--- src/rtl/accel_pkg.sv ---
// Shared types and constants for the editing-accelerator command sequencer.
package accel_pkg;

   typedef enum logic [1:0] {
      StIdle  = 2'd0,
      StLoad  = 2'd1,
      StRun   = 2'd2,
      StDrain = 2'd3
   } state_e;

   typedef enum logic {
      ModeParam = 1'b0,
      ModeImg   = 1'b1
   } mode_e;

   localparam logic [1:0] CMD_CLR   = 2'd0;
   localparam logic [1:0] CMD_PARAM = 2'd1;
   localparam logic [1:0] CMD_IMG   = 2'd2;
   localparam logic [1:0] CMD_RUN   = 2'd3;

   localparam int unsigned STAT_BUSY      = 7;
   localparam int unsigned STAT_PARAMS_OK = 6;
   localparam int unsigned STAT_IMG_OK    = 5;
   localparam int unsigned STAT_LEN_ERR   = 4;
   localparam int unsigned STAT_CMD_ERR   = 3;
   localparam int unsigned STAT_DONE      = 2;

   localparam int unsigned PARAM_BEATS_DEF = 12672;
   localparam int unsigned IMG_BEATS_DEF   = 576;
   localparam int unsigned OUT_BEATS_DEF   = 576;
   localparam int unsigned AW_DEF          = 14;

endpackage

--- src/rtl/accel_seq_ctrl_if.sv ---
// Control, stream-handshake and buffer-write signals of the command sequencer.
interface accel_seq_ctrl_if #(
   parameter int unsigned AW = accel_pkg::AW_DEF
);
   logic          cmd_valid;
   logic [1:0]    cmd_code;
   logic          s_axis_tvalid;
   logic          s_axis_tlast;
   logic          s_axis_tready;
   logic          param_we;
   logic          img_we;
   logic [AW-1:0] wr_addr;
   logic          core_start;
   logic          core_done;
   logic          out_en;
   logic          m_axis_tvalid;
   logic          m_axis_tready;
   logic          m_axis_tlast;
   logic [7:0]    status;

   // Sequencer side
   modport slave (
      input  cmd_valid, cmd_code, s_axis_tvalid, s_axis_tlast, core_done,
             m_axis_tvalid, m_axis_tready,
      output s_axis_tready, param_we, img_we, wr_addr, core_start, out_en,
             m_axis_tlast, status
   );

   // Environment side (AXI-Lite slave, streams, core)
   modport master (
      output cmd_valid, cmd_code, s_axis_tvalid, s_axis_tlast, core_done,
             m_axis_tvalid, m_axis_tready,
      input  s_axis_tready, param_we, img_we, wr_addr, core_start, out_en,
             m_axis_tlast, status
   );
endinterface

--- src/rtl/accel_seq_ctrl_beat_counter.sv ---
// Resettable up-counter with clear and a terminal flag at limit-1.
module beat_counter #(
   parameter int unsigned W = 14
) (
   input  logic         clk,
   input  logic         rstn,
   input  logic         inc,
   input  logic         clr,
   input  logic [W-1:0] limit,
   output logic [W-1:0] count,
   output logic         last
);

   logic [W-1:0] count_q, count_d;

   always_comb begin
      count_d = count_q;
      if (clr) begin
         count_d = '0;
      end else if (inc) begin
         count_d = count_q + 1'b1;
      end
   end

   always_ff @(posedge clk) begin
      if (!rstn) begin
         count_q <= '0;
      end else begin
         count_q <= count_d;
      end
   end

   assign count = count_q;
   assign last  = (count_q == limit - 1'b1);

endmodule

--- src/rtl/accel_seq_ctrl.sv ---
// Command sequencer: decodes register-0 commands, steers the input stream into the
// parameter/image buffers, starts the core and frames the output stream.
module accel_seq_ctrl
   import accel_pkg::*;
#(
   parameter int unsigned PARAM_BEATS = PARAM_BEATS_DEF,
   parameter int unsigned IMG_BEATS   = IMG_BEATS_DEF,
   parameter int unsigned OUT_BEATS   = OUT_BEATS_DEF,
   parameter int unsigned AW          = AW_DEF
) (
   input logic             clk,
   input logic             rstn,
   accel_seq_ctrl_if.slave bus
);

   localparam logic [AW-1:0] ParamLim = AW'(PARAM_BEATS);
   localparam logic [AW-1:0] ImgLim   = AW'(IMG_BEATS);
   localparam logic [AW-1:0] OutLim   = AW'(OUT_BEATS);

   state_e state_q, state_d;
   mode_e  mode_q, mode_d;
   logic   params_ok_q, params_ok_d;
   logic   img_ok_q, img_ok_d;
   logic   len_err_q, len_err_d;
   logic   cmd_err_q, cmd_err_d;
   logic   done_q, done_d;
   logic   start_q, start_d;

   logic          load_hs, drain_hs;
   logic          load_last, drain_last;
   logic [AW-1:0] load_cnt, drain_cnt, load_lim;

   assign load_hs  = (state_q == StLoad) && bus.s_axis_tvalid;
   assign drain_hs = (state_q == StDrain) && bus.m_axis_tvalid && bus.m_axis_tready;
   assign load_lim = (mode_q == ModeParam) ? ParamLim : ImgLim;

   beat_counter #(.W(AW)) u_load_cnt (
      .clk   (clk),
      .rstn  (rstn),
      .inc   (load_hs),
      .clr   (state_q == StIdle),
      .limit (load_lim),
      .count (load_cnt),
      .last  (load_last)
   );

   beat_counter #(.W(AW)) u_drain_cnt (
      .clk   (clk),
      .rstn  (rstn),
      .inc   (drain_hs),
      .clr   (state_q != StDrain),
      .limit (OutLim),
      .count (drain_cnt),
      .last  (drain_last)
   );

   always_comb begin
      state_d     = state_q;
      mode_d      = mode_q;
      params_ok_d = params_ok_q;
      img_ok_d    = img_ok_q;
      len_err_d   = len_err_q;
      cmd_err_d   = cmd_err_q;
      done_d      = done_q;
      start_d     = 1'b0;

      // Command decode first so that same-cycle datapath events can still set flags.
      if (bus.cmd_valid) begin
         if (state_q == StIdle) begin
            unique case (bus.cmd_code)
               CMD_CLR: begin
                  len_err_d = 1'b0;
                  cmd_err_d = 1'b0;
                  done_d    = 1'b0;
               end
               CMD_PARAM: begin
                  state_d     = StLoad;
                  mode_d      = ModeParam;
                  params_ok_d = 1'b0;
               end
               CMD_IMG: begin
                  state_d  = StLoad;
                  mode_d   = ModeImg;
                  img_ok_d = 1'b0;
               end
               CMD_RUN: begin
                  if (params_ok_q && img_ok_q) begin
                     state_d = StRun;
                     start_d = 1'b1;
                  end else begin
                     cmd_err_d = 1'b1;
                  end
               end
               default: ;
            endcase
         end else if (bus.cmd_code == CMD_CLR) begin
            len_err_d = 1'b0;
            cmd_err_d = 1'b0;
            done_d    = 1'b0;
         end else begin
            cmd_err_d = 1'b1;
         end
      end

      unique case (state_q)
         StLoad: begin
            if (load_hs) begin
               if (load_last) begin
                  state_d = StIdle;
                  if (mode_q == ModeParam) params_ok_d = 1'b1;
                  else                     img_ok_d    = 1'b1;
                  if (!bus.s_axis_tlast) len_err_d = 1'b1;
               end else if (bus.s_axis_tlast) begin
                  state_d   = StIdle;
                  len_err_d = 1'b1;
               end
            end
         end
         StRun: begin
            if (bus.core_done) state_d = StDrain;
         end
         StDrain: begin
            if (drain_hs && drain_last) begin
               state_d = StIdle;
               done_d  = 1'b1;
            end
         end
         default: ;
      endcase
   end

   always_ff @(posedge clk) begin
      if (!rstn) begin
         state_q     <= StIdle;
         mode_q      <= ModeParam;
         params_ok_q <= 1'b0;
         img_ok_q    <= 1'b0;
         len_err_q   <= 1'b0;
         cmd_err_q   <= 1'b0;
         done_q      <= 1'b0;
         start_q     <= 1'b0;
      end else begin
         state_q     <= state_d;
         mode_q      <= mode_d;
         params_ok_q <= params_ok_d;
         img_ok_q    <= img_ok_d;
         len_err_q   <= len_err_d;
         cmd_err_q   <= cmd_err_d;
         done_q      <= done_d;
         start_q     <= start_d;
      end
   end

   assign bus.s_axis_tready = (state_q == StLoad);
   assign bus.param_we      = load_hs && (mode_q == ModeParam);
   assign bus.img_we        = load_hs && (mode_q == ModeImg);
   assign bus.wr_addr       = load_cnt;
   assign bus.core_start    = start_q;
   assign bus.out_en        = (state_q == StDrain);
   assign bus.m_axis_tlast  = (state_q == StDrain) && drain_last && bus.m_axis_tvalid;

   always_comb begin
      bus.status                 = '0;
      bus.status[STAT_BUSY]      = (state_q != StIdle);
      bus.status[STAT_PARAMS_OK] = params_ok_q;
      bus.status[STAT_IMG_OK]    = img_ok_q;
      bus.status[STAT_LEN_ERR]   = len_err_q;
      bus.status[STAT_CMD_ERR]   = cmd_err_q;
      bus.status[STAT_DONE]      = done_q;
      bus.status[1:0]            = state_q;
   end

   drain_in_range: assert property (@(posedge clk) disable iff (!rstn)
      (state_q == StDrain) |-> (drain_cnt < OutLim));

endmodule

--- src/flat_wrapper.sv ---
// flat-port wrapper written by rule: the top's interface ports become plain ports
module accel_seq_ctrl_flat import accel_pkg::*;
#(
   parameter int unsigned PARAM_BEATS = PARAM_BEATS_DEF,
   parameter int unsigned IMG_BEATS   = IMG_BEATS_DEF,
   parameter int unsigned OUT_BEATS   = OUT_BEATS_DEF,
   parameter int unsigned AW          = AW_DEF
)
  (clk, rstn, bus_cmd_valid, bus_cmd_code, bus_s_axis_tvalid, bus_s_axis_tlast, bus_core_done, bus_m_axis_tvalid, bus_m_axis_tready, bus_s_axis_tready, bus_param_we, bus_img_we, bus_wr_addr, bus_core_start, bus_out_en, bus_m_axis_tlast, bus_status);
  accel_seq_ctrl_if #(.AW(AW)) bus_i ();
  input logic clk;
  input logic rstn;
  input wire logic [$bits(bus_i.cmd_valid)-1:0] bus_cmd_valid;
  input wire logic [$bits(bus_i.cmd_code)-1:0] bus_cmd_code;
  input wire logic [$bits(bus_i.s_axis_tvalid)-1:0] bus_s_axis_tvalid;
  input wire logic [$bits(bus_i.s_axis_tlast)-1:0] bus_s_axis_tlast;
  input wire logic [$bits(bus_i.core_done)-1:0] bus_core_done;
  input wire logic [$bits(bus_i.m_axis_tvalid)-1:0] bus_m_axis_tvalid;
  input wire logic [$bits(bus_i.m_axis_tready)-1:0] bus_m_axis_tready;
  output wire logic [$bits(bus_i.s_axis_tready)-1:0] bus_s_axis_tready;
  output wire logic [$bits(bus_i.param_we)-1:0] bus_param_we;
  output wire logic [$bits(bus_i.img_we)-1:0] bus_img_we;
  output wire logic [$bits(bus_i.wr_addr)-1:0] bus_wr_addr;
  output wire logic [$bits(bus_i.core_start)-1:0] bus_core_start;
  output wire logic [$bits(bus_i.out_en)-1:0] bus_out_en;
  output wire logic [$bits(bus_i.m_axis_tlast)-1:0] bus_m_axis_tlast;
  output wire logic [$bits(bus_i.status)-1:0] bus_status;
  assign bus_i.cmd_valid = bus_cmd_valid;
  assign bus_i.cmd_code = bus_cmd_code;
  assign bus_i.s_axis_tvalid = bus_s_axis_tvalid;
  assign bus_i.s_axis_tlast = bus_s_axis_tlast;
  assign bus_i.core_done = bus_core_done;
  assign bus_i.m_axis_tvalid = bus_m_axis_tvalid;
  assign bus_i.m_axis_tready = bus_m_axis_tready;
  assign bus_s_axis_tready = bus_i.s_axis_tready;
  assign bus_param_we = bus_i.param_we;
  assign bus_img_we = bus_i.img_we;
  assign bus_wr_addr = bus_i.wr_addr;
  assign bus_core_start = bus_i.core_start;
  assign bus_out_en = bus_i.out_en;
  assign bus_m_axis_tlast = bus_i.m_axis_tlast;
  assign bus_status = bus_i.status;
  accel_seq_ctrl #(.PARAM_BEATS(PARAM_BEATS), .IMG_BEATS(IMG_BEATS), .OUT_BEATS(OUT_BEATS), .AW(AW)) u_core (.clk(clk), .rstn(rstn), .bus(bus_i));
endmodule
--- config.mk ---
export PLATFORM = sky130hd
export DESIGN_NAME = accel_seq_ctrl_flat
export DESIGN_NICKNAME = d
export VERILOG_FILES = /design/src/rtl/accel_pkg.sv /design/src/rtl/accel_seq_ctrl_if.sv /design/src/rtl/accel_seq_ctrl_beat_counter.sv /design/src/rtl/accel_seq_ctrl.sv /design/src/flat_wrapper.sv
export SDC_FILE = /design/constraint.sdc
export NUM_CORES = 1
export LEC_CHECK = 0
export CORE_MARGIN = 4
export CORE_UTILIZATION = 45
export CTS_CLUSTER_DIAMETER = 50
export DETAILED_ROUTE_END_ITERATION = 16
export PLACE_DENSITY = 0.69
export REMOVE_ABC_BUFFERS = 1
export SLEW_MARGIN = 10
export SYNTH_ARGS = -nofsm -noshare
export SYNTH_HDL_FRONTEND = slang
export SYNTH_SLANG_ARGS = --single-unit
--- constraint.sdc ---
create_clock -name clk -period 2.83 [get_ports clk]
set_input_delay 0.7075 -clock clk [delete_from_list [all_inputs] [get_ports clk]]
set_output_delay 0.7075 -clock clk [all_outputs]
set_load 0.02 [all_outputs]
==> results.toml <==
[layout]
area_growth_pct = 25.5
instances_no_fill = 322
postLayoutCoreUtil = 0.595
diodes = 0
final_area_mm2 = 0.00243
drive_gt1_frac = 0.0662
nNetsFinal = 287

[cts]
cts_tree = "yes"
clockRootBuffer = "clkbuf_8"
cts_buffer_depth = 2
cts_setup_buffers = 0
cts_buffers = 5
clkTransAtPathRegs_ns = 0.07
hold_buffers = 0
clock_sinks = 37
cts_htree_levels = 2
clk_latency_ns = 0.29

[routing]
dr.pass1.iters = 4
vias = 1714
dr_wl_met3_um = 132
antenna_left = 0
via_per_inst = 5.32
top_layer = "met4"
wirelength_um = 4630
wire_per_inst_um = 14.4
drtIter0Drc = 134
route.detailed.drc = 0
wl_met2_um = 2110
wl_met1_um = 2310

[sta]
setup_viol = 0
clock.fmax_mhz = 388
rsz0062_at_grt = "false"
finalHoldViolCount = 0
tightest_slew_ns = 0.484
skew_ns = 0.00662
drv_slew = 0
finalCritPeriodShare = 0.910
period_minus_slack_ns = 2.58
relSlewSlack = 0.677

[die]
fp-row-count = 23
core_area_mm2 = 0.00409
dieWidth_um = 73.6
die_height_um = 73.6
ios = 38
initial_utilization = 0.474
dieArea_mm2 = 0.00542

[synthesis]
yosysSeqAreaShare = 0.382
ys_top_cells_by_area = "dfxtp_1 (38%), nand2_1 (5.0%), nor2_1 (4.1%), xor2_1 (4.1%), a21oi_1 (3.9%)"
yosys-top-cells-count = "dfxtp_1 (37), nand2_1 (26), nor2_1 (21)"
synth_most_common_cell = "dfxtp_1"
synth_top_cell_by_area = "dfxtp_1"
synth_cell_types = 40
async_flop_share = 0
netlist_area_mm2 = 0.00194
avgSynthCellArea_um2 = 8.28
synthFlopType = "dfxtp_1"
synth_edf_count = 0
synth_top_area_frac = 0.382
ys.warnings.count = 0
synth_seq_cells = 37
synthCells = 234

[placed_design]
gp_congestion = 0.792
dpl_cell_area_mm2 = 0.00233
dp_hpwl_um = 3190
io_buffers = 37
place_inst = 314

[pwr]
irDropWorstVdd_mv = 0.234
p_per_area_mw_per_mm2 = 417
p_total_uw = 1010
leakage_uw = 0.000853

[global_routing]
antenna_found_initial = 0
first_global_vias = 1509
grt_overflow_total = 0
grt_pass1_wl_um = 7290
grt_max_degree = 15
grt_usage = 0.176

[worst_hold_path]
hp-class = "flip-flop to flip-flop"

[critical_path]
path_class = "primary input to primary output"
critical_path_arrival_ns = 1.87
cp_slowest_cell = "clkdlybuf4s50_1"
endpoint_kind = "primary output"
critPathLaunchType = "primary input"
cp_data_required_time_ns = 2.12
crit_fanout = 2
slowest_delay_ns = 0.49
path_cells = "clkdlybuf4s50_1, buf_4, nand3b_4, nor2_1, dlygate4sd2_1"

[outcome]
outcome = "finished, final reports clean"

[run]
cap_violations = 0
metrics by stage:
stage | setup TNS (ns) | hold WS (ns) | setup WS (ns)
final | 0 | 0.477 | 0.254
after global routing | 0 | 0.518 | 0.197
after CTS | 0 | 0.481 | 0.00308
after detailed placement | -0.0240 | 0.471 | -0.0240
after global placement | 0 | 0.462 | 0.00478
after floorplan | 0 | 0.453 | 0.604
metal layers:
layer  global-route usage  up-vias
met3               0.0383        5
li1                     -      904
met1                0.250      772
met2                0.253       33
met5                    0        -
met4               0.0785        0
flip-flops by register name, indices dropped and copies added, names as in the netlist:
register	count
u_core.u_drain_cnt.count	14
u_core.state_q	2
u_core.u_load_cnt.count	14
u_core.params_ok_q	1
u_core.img_ok_q	1
u_core.bus.core_start	1
u_core.mode_q	1
u_core.len_err_q	1
u_core.done_q	1
u_core.cmd_err_q	1
cells by family (layout without fill, tap and decap cells):
family / after synthesis / in the layout / synth area share
AND/OR/NAND/NOR: 113 / 113 / 0.317
AO/OA/AOI/OAI: 37 / 37 / 0.112
flip-flops: 37 / 37 / 0.382
buffers and inverters: 22 / 60 / 0.0614
XOR/XNOR: 16 / 16 / 0.0724
adder cells (fa/ha/maj): 6 / 6 / 0.0388
multiplexers: 3 / 3 / 0.0161
worst paths after layout:
check / from / end / slack (ns) / cells past startpoint
hold / removal: u_core.u_drain_cnt.count[1]$_SDFFE_PP0P_ / u_core.u_drain_cnt.count[1]$_SDFFE_PP0P_ / 0.48 / 2
setup reg to reg: u_core.state_q[1]$_SDFF_PN0_ / u_core.u_load_cnt.count[10]$_SDFFE_PP0P_ / 0.82 / 5
hold reg to reg: u_core.u_drain_cnt.count[1]$_SDFFE_PP0P_ / u_core.u_drain_cnt.count[1]$_SDFFE_PP0P_ / 0.48 / 2
setup / recovery: bus_s_axis_tvalid / bus_param_we / 0.25 / 5
cells in the final DEF, fill, tap and decap left out, types with 2 or more instances in the layout:
master / instances
and2_1: 4
nor4b_1: 2
clkbuf_1: 3
mux2i_1: 2
nand2_1: 26
nor2_1: 21
o31ai_1: 4
nor3_1: 5
inv_1: 8
clkbuf_8: 5
dfxtp_1: 37
dlymetal6s2s_1: 2
ha_1: 6
xnor2_1: 7
nor4bb_1: 2
a21oi_1: 15
o21ai_0: 10
or4_1: 5
o21a_1: 2
buf_4: 7
a31oi_1: 2
and3_1: 4
and4_1: 2
or3_1: 10
nor4_1: 4
nand4_1: 6
nand3_1: 14
clkdlybuf4s50_1: 34
xor2_1: 9
layout make-up:
class                      count  area [um2]
clock buffer                   8        80.1
multi-input combinational    175        1090
fill                         392        1660
timing repair buffer          44         427
inverter                       8        30.0
tap                           50        62.6
sequential                    37         741
report_power, final:
part	total [uW]	switching, uW	internal [uW]	leakage (uW)
clock	365	190	175	0.0000395
combinational	116	62.6	53.7	0.000515
sequential	533	6.76	526	0.000299
total	1010	259	755	0.000853
critical path, delay by kind of cell:
| family | cells | cell delay (ns) |
|---|---|---|
| buf+inv | 3 | 0.96 |
| simple gates | 2 | 0.20 |
timing repair:
| action | in CTS | in global routing |
|---|---|---|
| gates resized for setup | 1 | 4 |
| pin swaps | 0 | 0 |
| gates cloned | 0 | 0 |
| endpoints found under the setup margin | 1 | 2 |
(Power assumes the default switching activity.)
